## src/rtl/jtdsp16_pio_host.sv

```systemverilog
// Host-side bridge for the jtdsp16 parallel I/O port: DSP output words land in an
// RX FIFO, host words queue in a TX FIFO read by the DSP, plus irq and sticky error flags.
module jtdsp16_pio_host #(
    parameter int AW = 3
) (
    input  logic          clk,
    input  logic          rst_n,
    input  logic          cen,
    input  logic [15:0]   pbus_out,
    input  logic          pods_n,
    input  logic          pids_n,
    input  logic          psel,
    input  logic          iack,
    output logic [15:0]   pbus_in,
    output logic          irq,
    output logic [15:0]   rx_data,
    output logic          rx_sel,
    output logic          rx_valid,
    input  logic          rx_ready,
    input  logic [15:0]   tx_data,
    input  logic          tx_valid,
    output logic          tx_ready,
    input  logic          irq_req,
    output logic [AW:0]   rx_level,
    output logic [AW:0]   tx_level,
    output logic          rx_ovf,
    output logic          tx_udf,
    input  logic          clr_err
);
    localparam int DEPTH = 1 << AW;
    localparam logic [AW:0] FULL_LVL = {1'b1, {AW{1'b0}}};

    // Handshake: a host transfer happens on a clock edge where valid & ready & cen are
    // all high; ready never depends on valid, and valid may be raised at any time.

    logic          pods_q, pids_q;
    logic          wr_ev, rd_ev;
    logic [16:0]   rx_mem [DEPTH];
    logic [15:0]   tx_mem [DEPTH];
    logic [AW-1:0] rx_wptr_q, rx_rptr_q, tx_wptr_q, tx_rptr_q, tx_rptr_nx;
    logic [AW:0]   rx_level_q, rx_level_d, tx_level_q, tx_level_d;
    logic          rx_push, rx_pop, rx_drop, tx_push, tx_pop, tx_empty_rd;
    logic [15:0]   pbus_in_q, pbus_in_d;
    logic          irq_q, irq_d, rx_ovf_q, rx_ovf_d, tx_udf_q, tx_udf_d;
    logic [16:0]   rx_head;

    // Rising edge of an active-low strobe marks the end of a DSP transfer.
    assign wr_ev = cen & pods_n & ~pods_q;
    assign rd_ev = cen & pids_n & ~pids_q;

    assign rx_head  = rx_mem[rx_rptr_q];
    assign rx_data  = rx_head[15:0];
    assign rx_sel   = rx_head[16];
    assign rx_valid = (rx_level_q != '0);
    assign tx_ready = (tx_level_q != FULL_LVL);

    assign rx_pop      = cen & rx_valid & rx_ready;
    assign rx_push     = wr_ev & ((rx_level_q != FULL_LVL) | rx_pop);
    assign rx_drop     = wr_ev & ~rx_push;
    assign tx_push     = cen & tx_valid & tx_ready;
    assign tx_pop      = rd_ev & (tx_level_q != '0);
    assign tx_empty_rd = rd_ev & (tx_level_q == '0);

    assign rx_level_d = rx_level_q + {{AW{1'b0}}, rx_push} - {{AW{1'b0}}, rx_pop};
    assign tx_level_d = tx_level_q + {{AW{1'b0}}, tx_push} - {{AW{1'b0}}, tx_pop};
    assign tx_rptr_nx = tx_pop ? tx_rptr_q + AW'(1) : tx_rptr_q;

    // pbus_in tracks the post-update head; a word pushed into the head slot this
    // cycle is not yet in memory, so it is forwarded from tx_data.
    always_comb begin
        pbus_in_d = pbus_in_q;
        if (tx_level_d != '0) begin
            if (tx_push && (tx_wptr_q == tx_rptr_nx)) pbus_in_d = tx_data;
            else                                      pbus_in_d = tx_mem[tx_rptr_nx];
        end
    end

    always_comb begin
        irq_d = irq_q;
        if (iack || rd_ev) irq_d = 1'b0;
        if (irq_req)       irq_d = 1'b1;
        rx_ovf_d = rx_ovf_q;
        tx_udf_d = tx_udf_q;
        if (clr_err) begin
            rx_ovf_d = 1'b0;
            tx_udf_d = 1'b0;
        end
        if (rx_drop)     rx_ovf_d = 1'b1;
        if (tx_empty_rd) tx_udf_d = 1'b1;
    end

    always_ff @(posedge clk) begin
        if (rx_push) rx_mem[rx_wptr_q] <= {psel, pbus_out};
        if (tx_push) tx_mem[tx_wptr_q] <= tx_data;
    end

    always_ff @(posedge clk or negedge rst_n) begin
        if (!rst_n) begin
            pods_q     <= 1'b1;
            pids_q     <= 1'b1;
            rx_wptr_q  <= '0;
            rx_rptr_q  <= '0;
            rx_level_q <= '0;
            tx_wptr_q  <= '0;
            tx_rptr_q  <= '0;
            tx_level_q <= '0;
            pbus_in_q  <= 16'h0000;
            irq_q      <= 1'b0;
            rx_ovf_q   <= 1'b0;
            tx_udf_q   <= 1'b0;
        end else if (cen) begin
            pods_q     <= pods_n;
            pids_q     <= pids_n;
            if (rx_push) rx_wptr_q <= rx_wptr_q + AW'(1);
            if (rx_pop)  rx_rptr_q <= rx_rptr_q + AW'(1);
            rx_level_q <= rx_level_d;
            if (tx_push) tx_wptr_q <= tx_wptr_q + AW'(1);
            tx_rptr_q  <= tx_rptr_nx;
            tx_level_q <= tx_level_d;
            pbus_in_q  <= pbus_in_d;
            irq_q      <= irq_d;
            rx_ovf_q   <= rx_ovf_d;
            tx_udf_q   <= tx_udf_d;
        end
    end

    assign pbus_in  = pbus_in_q;
    assign irq      = irq_q;
    assign rx_level = rx_level_q;
    assign tx_level = tx_level_q;
    assign rx_ovf   = rx_ovf_q;
    assign tx_udf   = tx_udf_q;
endmodule

```

## config.mk

```make
export PLATFORM = sky130hd
export DESIGN_NAME = jtdsp16_pio_host
export DESIGN_NICKNAME = d
export VERILOG_FILES = /design/src/rtl/jtdsp16_pio_host.sv
export SDC_FILE = /design/constraint.sdc
export NUM_CORES = 1
export LEC_CHECK = 0
export CAP_MARGIN = 20
export CORE_UTILIZATION = 50
export DETAILED_ROUTE_END_ITERATION = 8
export PLACE_DENSITY_LB_ADDON = 0.15
export SLEW_MARGIN = 20
export SYNTH_ARGS = -nofsm -noshare
export SYNTH_HDL_FRONTEND = slang
export SYNTH_SLANG_ARGS = --single-unit
```

## constraint.sdc

```tcl
create_clock -name clk -period 4.8 [get_ports clk]
set_input_delay 0.96 -clock clk [delete_from_list [all_inputs] [get_ports clk]]
set_output_delay 0.96 -clock clk [all_outputs]
set_load 0.01 [all_outputs]
```

==> Word-level counts from Yosys, hierarchy flattened <==
Memories as Yosys holds them, arrays and structs flattened. A register that Yosys moved wholly into a read port is not among the register bits.
Cells that the tools add are included.
{ "word_totals": {"register_bits": 25, "ram_bits": 264, "in_bits": 43, "output_inout_bits": 46, "word_cells": 65, "mem_count": 2} }
{ "mem_list": {"columns": ["memory", "words", "width", "rd", "rd_clocked_by_memory_dff", "write_ports", "line_no", "source"], "rows": [
  ["rx_mem", 8, 17, 1, 0, 1, "38", "logic [16:0] rx_mem [DEPTH];"],
  ["tx_mem", 8, 16, 1, 1, 1, "39", "logic [15:0] tx_mem [DEPTH];"]
]} }
{ "classes": {"add_sub_neg": 8, "n_eq_ne": 2, "muxes": 10, "bitwise_logic": 16, "n_reduce_logical": 16} }
{ "ops": {"columns": ["op", "n"], "rows": [
  ["$reduce_and 2->1", 7],
  ["$add 3x1->3 const B", 4],
  ["$and 1x1->1", 12],
  ["$reduce_bool 4->1", 3],
  ["$mux 1", 9],
  ["$add 4x1->4", 2],
  ["$ne 4x4->1 const B", 2],
  ["$sub 4x1->4", 2],
  ["$reduce_bool 2->1", 3],
  ["$logic_not 4->1", 1],
  ["$mux 3", 1],
  ["$not 1->1", 3],
  ["$logic_not 1->1", 1],
  ["$logic_or 1x1->1", 1],
  ["$or 1x1->1", 1]
]} }

==> Logic depth before layout (Yosys ltp) <==
{ "logic_depth": {"depth_word": 9, "depth_mapped": 19, "mapped_depth_nobuf": 16} }

==> Least setup slack after synthesis <==
Ideal clock, no wire load.
{ "synth_path": {"kind": "input port to flip-flop", "from": "input cen", "to": "register pbus_in_q[1] (netlist: pbus_in[1]) (read register of tx_mem)", "t_arrival_ns": 3.947, "setup_slack_ns": 0.763, "cell_stages": 18, "n_path_buf": 5, "cell_sequence": "nand3b_1 > a21oi_1 > buf_4 > buf_2 > ha_1 > inv_1 > ha_1 > inv_1 > fa_1 > xnor2_1 > nor3b_1 > mux2_2 > nand2b_1 > clkbuf_1 > or2b_1 > clkbuf_2 > buf_6 > o221ai_1"} }
{ "synth_between": {"elab_chain_len": 6, "word_cells_on_any_way": 10} }
{ "synth_lines": {"columns": ["element", "line_no", "source"], "rows": [
  ["from (decl)", "8", "input logic cen,"],
  ["$and 1x1->1 (on tied branches) (2 in series)", "60, 49", null],
  ["$add 4x1->4 / $and 1x1->1 (equally long branches)", "65, 61", null],
  ["$sub 4x1->4", "65", "assign tx_level_d = tx_level_q + {{AW{1'b0}}, tx_push} - {{AW{1'b0}}, tx_pop};"],
  ["$reduce_bool 4->1", "72", "if (tx_level_d != '0) begin"],
  ["$reduce_and 2->1 (no source line)", null, null],
  ["to (decl)", "43", "logic [15:0] pbus_in_q, pbus_in_d;"]
]} }
Parallel ways exist; a longest one is shown, timed or not.
A chain may end at the register's enable or synchronous reset.

==> Worst setup path after layout <==
{ "layout_path": {"from": "input cen", "to": "register pbus_in_q[13] (netlist: pbus_in[13]) (read register of tx_mem)"} }
Same word-level chain as after synthesis.

==> flow_summary.toml <==
[status]
run_status = "finished, violations left"
failed_checks = "DRC"

[critical_path]
cp_slowest_stage_delay_ns = 0.53
timing.critical_path.to_type = "flip-flop"
timing.reg2reg.worst_path_depth = 15
timing.setup.critical_path_class = "in -> reg"
worstSetupStartpointType = "primary input"
ff2ff_setup_slack_ns = 0.92
regToRegEndpoint = "pbus_in[13]$_DFFE_PN0P_"
crit_cells = 14
top_cell_family_by_delay_on_the_critical_path = "simple AND/OR/NAND/NOR gates"
r2r_start = "tx_level[1]$_DFFE_PN0P_"
endpoint = "pbus_in[13]$_DFFE_PN0P_"
cp_slowest_cell = "or2b_1"
crit_chain = "clkdlybuf4s50_1, and3_1, inv_2, ha_1, inv_1, ha_1, inv_1, fa_1, xnor2_1, nor3b_1, mux2_2, nand2b_1, or2b_1, o221a_2"
worst_ep_arrival_time_ns = 4.49
cp-startpoint = "cen"
critical_path_required_ns = 5.24
worst-path-max-fanout = 16
cp.buffers_inverters = 4

[route]
detail_route.first_pass.iterations = 7
drt-total-wl_mm = 27.1
vias = 6726
wl_per_cell_um = 23.3
detailedRoute.firstIterationViolations = 444
drt-vias-per-instance = 5.78
ant_nets = 0
drt_drc_violations_left = 14

[cts]
clockBufferDepth = 3
clock_tree.htree_level_count = 1
postCtsResizedCells = 0
ctsHoldBuffers = 0
cts.repair_timing.setup_buffer_count = 0
cts_made_buffers = 31
tritoncts = "built"
clk_pin_slew_ns = 0.06
clkSinkCount = 305
clk_root_buffer_cell = "clkbuf_16"
clk_latency_ns = 0.57

[floorplanning]
fp-row-count = 59
dieHeight_um = 166
initial_utilization_pct = 51.2
num_io_pins = 89
core_area_um2 = 26100
design.die.area_um2 = 27400
width_of_the_die_um = 166

[global_routing]
grt_remaining_overflow = 0
grt_use_total_pct = 20.6
largest_net_degree_at_the_start_of_global_routing = 67
via_count_of_the_first_global_routing_pass = 7390
grt_first_pass_wirelength_mm = 41.6
antenna_found_initial = 0

[logic_synthesis]
top_count_cell_post_synth = "edfxtp_1"
synth.top_cells.by_count = "edfxtp_1 (264), mux4_2 (98), dfrtp_1 (39), mux2_2 (37), mux2i_1 (37)"
synth.ff_latch_count = 305
netlist_area_um2 = 13400
post_synth_top_flop = "edfxtp_1"
synth.largest_area_cell = "edfxtp_1"
synthCells = 690
mappedNetlistNets = 751
synthesis.area_per_instance_um2 = 19.4
yosysTopAreaCellShare_pct = 59.2
async_reset_ff_share_pct = 13.4
synth-seq-area-share_pct = 66.9
netlist-cell-type-count = 46
synth-edff-count = 264
synth.top_cells.by_area = "edfxtp_1 (59%), mux4_2 (16%), dfrtp_1 (7.3%)"
synth-warning-count = 0

[finish]
final_cell_count_no_fill = 1163
num-fill-cells = 1893
final_layout_size_suffix_gt1_share_pct = 30.4
area_delta_synth_final_pct = 18.4
finalInstanceArea_um2 = 15800
n_antenna_cell = 0
nNetsFinal = 864

[flow_run]
max_cap_viol_count = 0

[timing]
rsz_0062_raised_after_global_routing = "false"
tns_ns = 0
min_period_over_period_pct = 84.3
postLayoutSetupSlackWorst_ns = 0.756
max_clock_freq_mhz = 247
final_hold_viol_count = 0
worst_pin_slew_ns = 1.00
period_needed_ns = 4.04
holdWs_ns = 0.391
clock_tree_skew_after_final_layout_ns = 0.0137
slew_limit_headroom_pct = 33.3
timing.final.setup_violations = 0
final-max-slew-violation-count = 0

[worst_hold_path]
worstHoldPathType = "in -> async"

[placement]
placed_area_um2 = 14800
buffer_ports.inserted = 88
post-dp-hpwl_mm = 16.7
placement.setup.worst_slack_ns = 0.167
place_inst = 1105
place_congestion = 0.725

[power]
irDropWorstVdd_v = 0.000377
cellPowerDensity_nw_per_um2 = 602
p_leak_nw = 5.46
-- cells in the final DEF, fill, tap and decap left out, types with 3 or more instances in the layout --
cell type        netlist  routed
a21oi_1                6       5
buf_4                  5      34
bufinv_16              0       5
clkbuf_1              15       8
clkbuf_16              0      31
clkdlybuf4s50_1        0      87
clkinv_1               0       4
clkinv_2               0       6
dfrtp_1               39      36
edfxtp_1             264     264
ha_1                  16      16
inv_1                 28      28
mux2_2                37      37
mux2i_1               37      37
mux4_2                98      98
nand2_1               32      32
nand2b_1               8       8
nor2_1                 9       9
nor3_2                 0       6
nor3b_2                0       4
o21ai_0                5       5
o221a_2                3       3
o221ai_1               3       3
o221ai_2              10      10
xnor2_1               10      10
xor2_1                 6       6
-- worst reg2reg max path: stages, from the launching register on --
cell	delay (ns)
dfrtp_1	0.45
nor2_1	0.19
nand2_1	0.10
and3_1	0.24
inv_2	0.18
ha_1	0.26
inv_1	0.05
ha_1	0.16
inv_1	0.06
fa_1	0.38
xnor2_1	0.25
nor3b_1	0.09
mux2_2	0.28
nand2b_1	0.16
or2b_1	0.53
o221a_2	0.38
-- worst min path at each step --
stage	cells past startpoint	slack, ns	from	to
3_5_place_dp	2	0.47	rx_ovf$_DFFE_PN0P_	rx_ovf$_DFFE_PN0P_
5_1_grt	1	0.43	rst_n	pbus_in[3]$_DFFE_PN0P_
4_1_cts	2	0.50	pods_q$_DFFE_PN1P_	pods_q$_DFFE_PN1P_
3_3_place_gp	2	0.47	pods_q$_DFFE_PN1P_	pods_q$_DFFE_PN1P_
6_report	1	0.39	rst_n	pbus_in[3]$_DFFE_PN0P_
2_1_floorplan	2	0.46	pods_q$_DFFE_PN1P_	pods_q$_DFFE_PN1P_
-- where the power goes --
part | leakage [nW] | internal, mW | switching [mW] | total (mW)
Combinational | 2.09 | 1.98 | 1.61 | 3.59
Sequential | 2.87 | 3.20 | 0.298 | 3.50
Clock | 0.509 | 1.48 | 0.974 | 2.45
Total | 5.46 | 6.66 | 2.88 | 9.54
-- cell families after synthesis --
| logic type | Yosys count | share of synthesized area (%) |
|---|---|---|
| adder cells (fa/ha/maj) | 18 | 1.80 |
| AO/OA/AOI/OAI | 33 | 2.34 |
| AND/OR/NAND/NOR | 73 | 2.81 |
| buffers and inverters | 72 | 2.51 |
| XOR/XNOR | 17 | 1.25 |
| flip-flops | 305 | 66.9 |
| multiplexers | 172 | 22.4 |
-- registers in the layout, summed over array words and instances (netlist names) --
| name | flops |
|---|---|
| irq | 1 |
| pbus_in | 16 |
| pids_q | 1 |
| pods_q | 1 |
| rx_level | 4 |
| rx_mem | 136 |
| rx_ovf | 1 |
| rx_rptr_q | 3 |
| rx_wptr_q | 3 |
| tx_level | 4 |
| tx_mem | 128 |
| tx_rptr_q | 3 |
| tx_udf | 1 |
| tx_wptr_q | 3 |
-- metal layers --
metal | vias up | track usage [%] | part of all wire [%] | routed length, um
met4 | 0 | 6.24 | 2.1 | 556
met3 | 48 | 3.07 | 5.2 | 1420
met1 | 3493 | 25.3 | 39 | 10600
met2 | 173 | 37.3 | 54 | 14600
li1 | 3012 | - | - | -
met5 | - | 0 | 0 | 0
-- metrics by stage --
stage	power [mW]	utilization (%)
after floorplan	6.05	-
after global placement	7.07	56.6
after detailed placement	7.19	56.6
after CTS	9.67	60.6
after global routing	10.0	60.6
final	9.54	60.6
-- layout make-up --
type	count	area, um^2	area share (%)
inverters	29	109	0.687
well taps	335	419	2.64
repair buffers	123	1160	7.30
flip-flops and latches	305	8960	56.6
multi-input cells	313	4150	26.2
clock buffers	40	820	5.17
clock inverters	18	230	1.45
Note: power is estimated with default switching activity, not from simulation.
